`src/rtl/updown_mirror_pkg.sv`:
```
// Shared types and constants for the loadable down counter.
// Holds the two-state run/halt enum and the mode encodings.
package updown_mirror_pkg;

    typedef enum logic {
        RUN  = 1'b0,
        HALT = 1'b1
    } state_t;

    localparam logic MODE_FREE    = 1'b0;
    localparam logic MODE_ONESHOT = 1'b1;

endpackage

```
`src/rtl/updown_mirror_counter.sv`:
```
// Loadable down counter with auto-reload or one-shot halt, registered tc pulse and sticky done.
// All outputs registered, one edge after qualifying inputs; no backpressure, en simply gates counting.
module updown_mirror_counter
    import updown_mirror_pkg::*;
#(
    parameter int               WIDTH       = 2,
    parameter logic [WIDTH-1:0] RESET_VALUE = {WIDTH{1'b1}}
) (
    input  logic             clk,
    input  logic             reset,
    input  logic             en,
    input  logic             load,
    input  logic [WIDTH-1:0] load_value,
    input  logic             mode,
    output logic [WIDTH-1:0] count_out,
    output logic             tc,
    output logic             done
);

    logic [WIDTH-1:0] count;
    logic [WIDTH-1:0] reload_reg;
    state_t           state;

    always_ff @(posedge clk or posedge reset) begin
        if (reset) begin
            count      <= RESET_VALUE;
            reload_reg <= RESET_VALUE;
            tc         <= 1'b0;
            done       <= 1'b0;
            state      <= RUN;
        end else if (load) begin
            count      <= load_value;
            reload_reg <= load_value;
            tc         <= 1'b0;
            done       <= 1'b0;
            state      <= RUN;
        end else begin
            tc <= 1'b0;
            if (state == RUN && en) begin
                if (count != '0) begin
                    count <= count - 1'b1;
                end else begin
                    // Underflow edge: mode is only consulted here, so mid-count changes wait.
                    tc <= 1'b1;
                    if (mode == MODE_ONESHOT) begin
                        state <= HALT;
                        done  <= 1'b1;
                    end else begin
                        count <= reload_reg;
                    end
                end
            end
        end
    end

    assign count_out = count;

endmodule

```
`config.mk`:
```
export PLATFORM = sky130hd
export DESIGN_NAME = updown_mirror_counter
export DESIGN_NICKNAME = d
export VERILOG_FILES = /design/src/rtl/updown_mirror_pkg.sv /design/src/rtl/updown_mirror_counter.sv
export SDC_FILE = /design/constraint.sdc
export NUM_CORES = 1
export LEC_CHECK = 0
export BUFFER_PORTS_ARGS = -buffer_cell sky130_fd_sc_hd__buf_2
export CAP_MARGIN = 5
export CELL_PAD_IN_SITES_DETAIL_PLACEMENT = 0
export CELL_PAD_IN_SITES_GLOBAL_PLACEMENT = 1
export CORE_AREA = 2 2 39 41
export CTS_BUF_LIST = sky130_fd_sc_hd__clkbuf_16
export CTS_CLUSTER_SIZE = 30
export DETAILED_ROUTE_END_ITERATION = 10
export DIE_AREA = 0 0 41 43
export GPL_ROUTABILITY_DRIVEN = 0
export MAX_ROUTING_LAYER = met4
export PLACE_DENSITY_LB_ADDON = 0.1
export SYNTH_ARGS = -nofsm -noshare
export SYNTH_HDL_FRONTEND = slang
export SYNTH_SLANG_ARGS = --single-unit
```
`constraint.sdc`:
```
create_clock -name clk -period 2.95 [get_ports clk]
set_clock_uncertainty 0.1 [all_clocks]
set_input_delay 0.1475 -clock clk [delete_from_list [all_inputs] [get_ports clk]]
set_output_delay 0.1475 -clock clk [all_outputs]
set_load 0.03 [all_outputs]
```
==> flow_summary.yaml <==
drt:
  wl_um: 598
  drtIter0Drc: 3
  post_drt_wl_per_cell_um: 10.9
  firstDrtPassIters: 3
  drcViolationCount: 0
  postRouteAntennaNets: 0
  avgViaCountPerCell: 4.05
  dr_total_vias: 223
critical_path:
  cp_max_fo: 4
  cp-startpoint: "count_out[0]"
  cp_slowest_stage_delay_ns: 0.56
  critical-path-top-delay-family: "flip-flops"
  cp-start-kind: "register"
  critPathKind: "register to output port"
  cp.arrival_ns: 0.99
  cp_data_required_time_ns: 2.70
  critPathCaptureType: "output port"
  crit_buf_inv: 1
  reg2reg_from: "state"
  path_cells: "buf_2"
  crit_slowest_cell: "dfstp_2"
placement:
  io_buffers: 10
  dpl_worst_slack_ns: 1.83
cts:
  numClockSinks: 6
  clk_pin_slew_ns: 0.03
  worstSkewPairLatency_ns: 0.23
  cts_tree: "built"
  root_buffer: "clkbuf_16"
  cts-buffers-inserted: 3
  cts_htree_levels: 1
  clockBufferDepth: 2
  cts_resized: 0
pwr:
  cellPowerDensity_nw_per_um2: 808
  total_power_uw: 353
  max-vdd-ir-drop_v: 0.000262
  power.leakage_uw: 0.000200
cells_and_area:
  diodes: 0
  final_common_cell: "buf_2"
  final_cell_mix: "10 x buf_2, 4 x dfstp_2, 3 x a21oi_1, 3 x nor2b_1, 3 x clkbuf_16"
  syn2layout_area_growth_pct: 55.1
  nets: 48
  post-route-util: 0.316
  fillerInstances: 152
  drive_gt1_frac: 0.513
synth:
  synth_compound_area_frac: 0.107
  synthCells: 25
  syn_area_sq_um: 282
  yosys_warnings: 0
  syn-num-nets: 32
  ys_ff_latch: 6
  avgSynthCellArea_sq_um: 11.3
  synth.area.mux_share: 0.0756
  synth-adder-area-share: 0
  synth_top_area_share: 0.373
  synth_area_leader_cell: "dfstp_2"
  synth_xor_xnor_area_share: 0
  ys_types: 15
  synthSimpleGateAreaFrac: 0.240
  synth_top_family_by_area: "simple AND/OR/NAND/NOR gates"
  synth_area_leaders: "dfstp_2 37%, dfrtp_1 18%, nor2b_1 6.7%, a21oi_1 5.3%, nor4b_2 5.3%"
  synth-seq-area-share: 0.551
floorplan:
  io_pins: 11
  rows: 14
  die_w_um: 41
  start_util: 0.203
  core_area_sq_um: 1380
  die_y_um: 43
  dieArea_sq_um: 1760
hold_path:
  min_path_type: "input pin to register"
  holdCritStartpoint: "load_value[1]"
run_status:
  status: "complete, no violations"
timing:
  setup_tns_ns: 0
  timing.hold.ws_ns: 0.0499
  finalCriticalPeriod_ns: 1.23
  hold_viol_final: 0
  rsz0062_at_grt: "no"
  worst_pin_slew_ns: 0.242
  maxSlewViolCount: 0
  slew_headroom: 0.838
  clock.fmax_ghz: 0.811
  period_share: 0.418
  setup_slack_ns: 1.72
  setup_violations: 0
global_routing:
  grt_usage: 0.0888
  grt_pass1_wl_um: 931
  overflow: 0
  antenna_found_initial: 0
  grt_pass1_vias: 233
  grt_max_degree: 9
job:
  drv_cap: 0
-- cells by family (layout without fill, tap and decap cells) --
family,count (synthesis),in the layout
multiplexers,2,2
buffers and inverters,2,16
AND/OR/NAND/NOR,9,9
flip-flops,6,6
AO/OA/AOI/OAI,6,6
-- final timing paths --
check	to	slack, ns	cells past startpoint
min	count_out[1]	0.05	3
max reg2reg	count_out[1]	1.83	3
max	count_out[0]	1.72	1
max in group asynchronous	count_out[1]	2.21	3
min in group asynchronous	state	0.28	3
min reg2reg	reload_reg[1]	0.39	2
-- through the flow --
step	cells	area [sq um]
after detailed placement	51	352
after global routing	55	437
after floorplan	25	282
after CTS	55	437
final	55	437
after global placement	51	352
-- report_power, final --
part	switching, uW	leakage, uW	internal, uW
clock network	42.0	0.0000370	174
registers	6.12	0.0000694	94.0
logic	21.0	0.0000935	15.8
-- synthesized netlist by cell type --
cell type and count:
a21oi_1 3, dfrtp_1 2, dfstp_2 4, inv_1 2
mux2_2 1, mux2i_1 1, nand2_1 1, nand2b_1 1
nor2_1 1, nor2b_1 3, nor3b_1 1, nor3b_2 1
nor4b_2 1, o21ai_0 2, o21ai_1 1
-- layer usage --
| layer | global-route usage | vias up | routed length, um |
|---|---|---|---|
| met4 | 0.100 | 0 | 0 |
| li1 | - | 113 | - |
| met5 | - | - | 0 |
| met3 | 0.0209 | 0 | 55 |
| met2 | 0.116 | 9 | 270 |
| met1 | 0.0974 | 101 | 272 |
-- final cells by class --
| type | instances | area, sq um | share of cell area |
|---|---|---|---|
| clock buffers | 3 | 75.1 | 0.172 |
| inverters | 2 | 7.51 | 0.0172 |
| well taps | 16 | 20.0 | 0.0458 |
| flip-flops and latches | 6 | 155 | 0.355 |
| repair buffers | 11 | 60.1 | 0.138 |
| multi-input cells | 17 | 119 | 0.272 |
-- what timing repair did --
item                                   CTS  global route
hold buffers                             1             0
setup endpoints to repair                0             0
setup buffers                            0             0
endpoints found under the hold margin    6             0
Note: power is estimated with default switching activity, not from simulation.
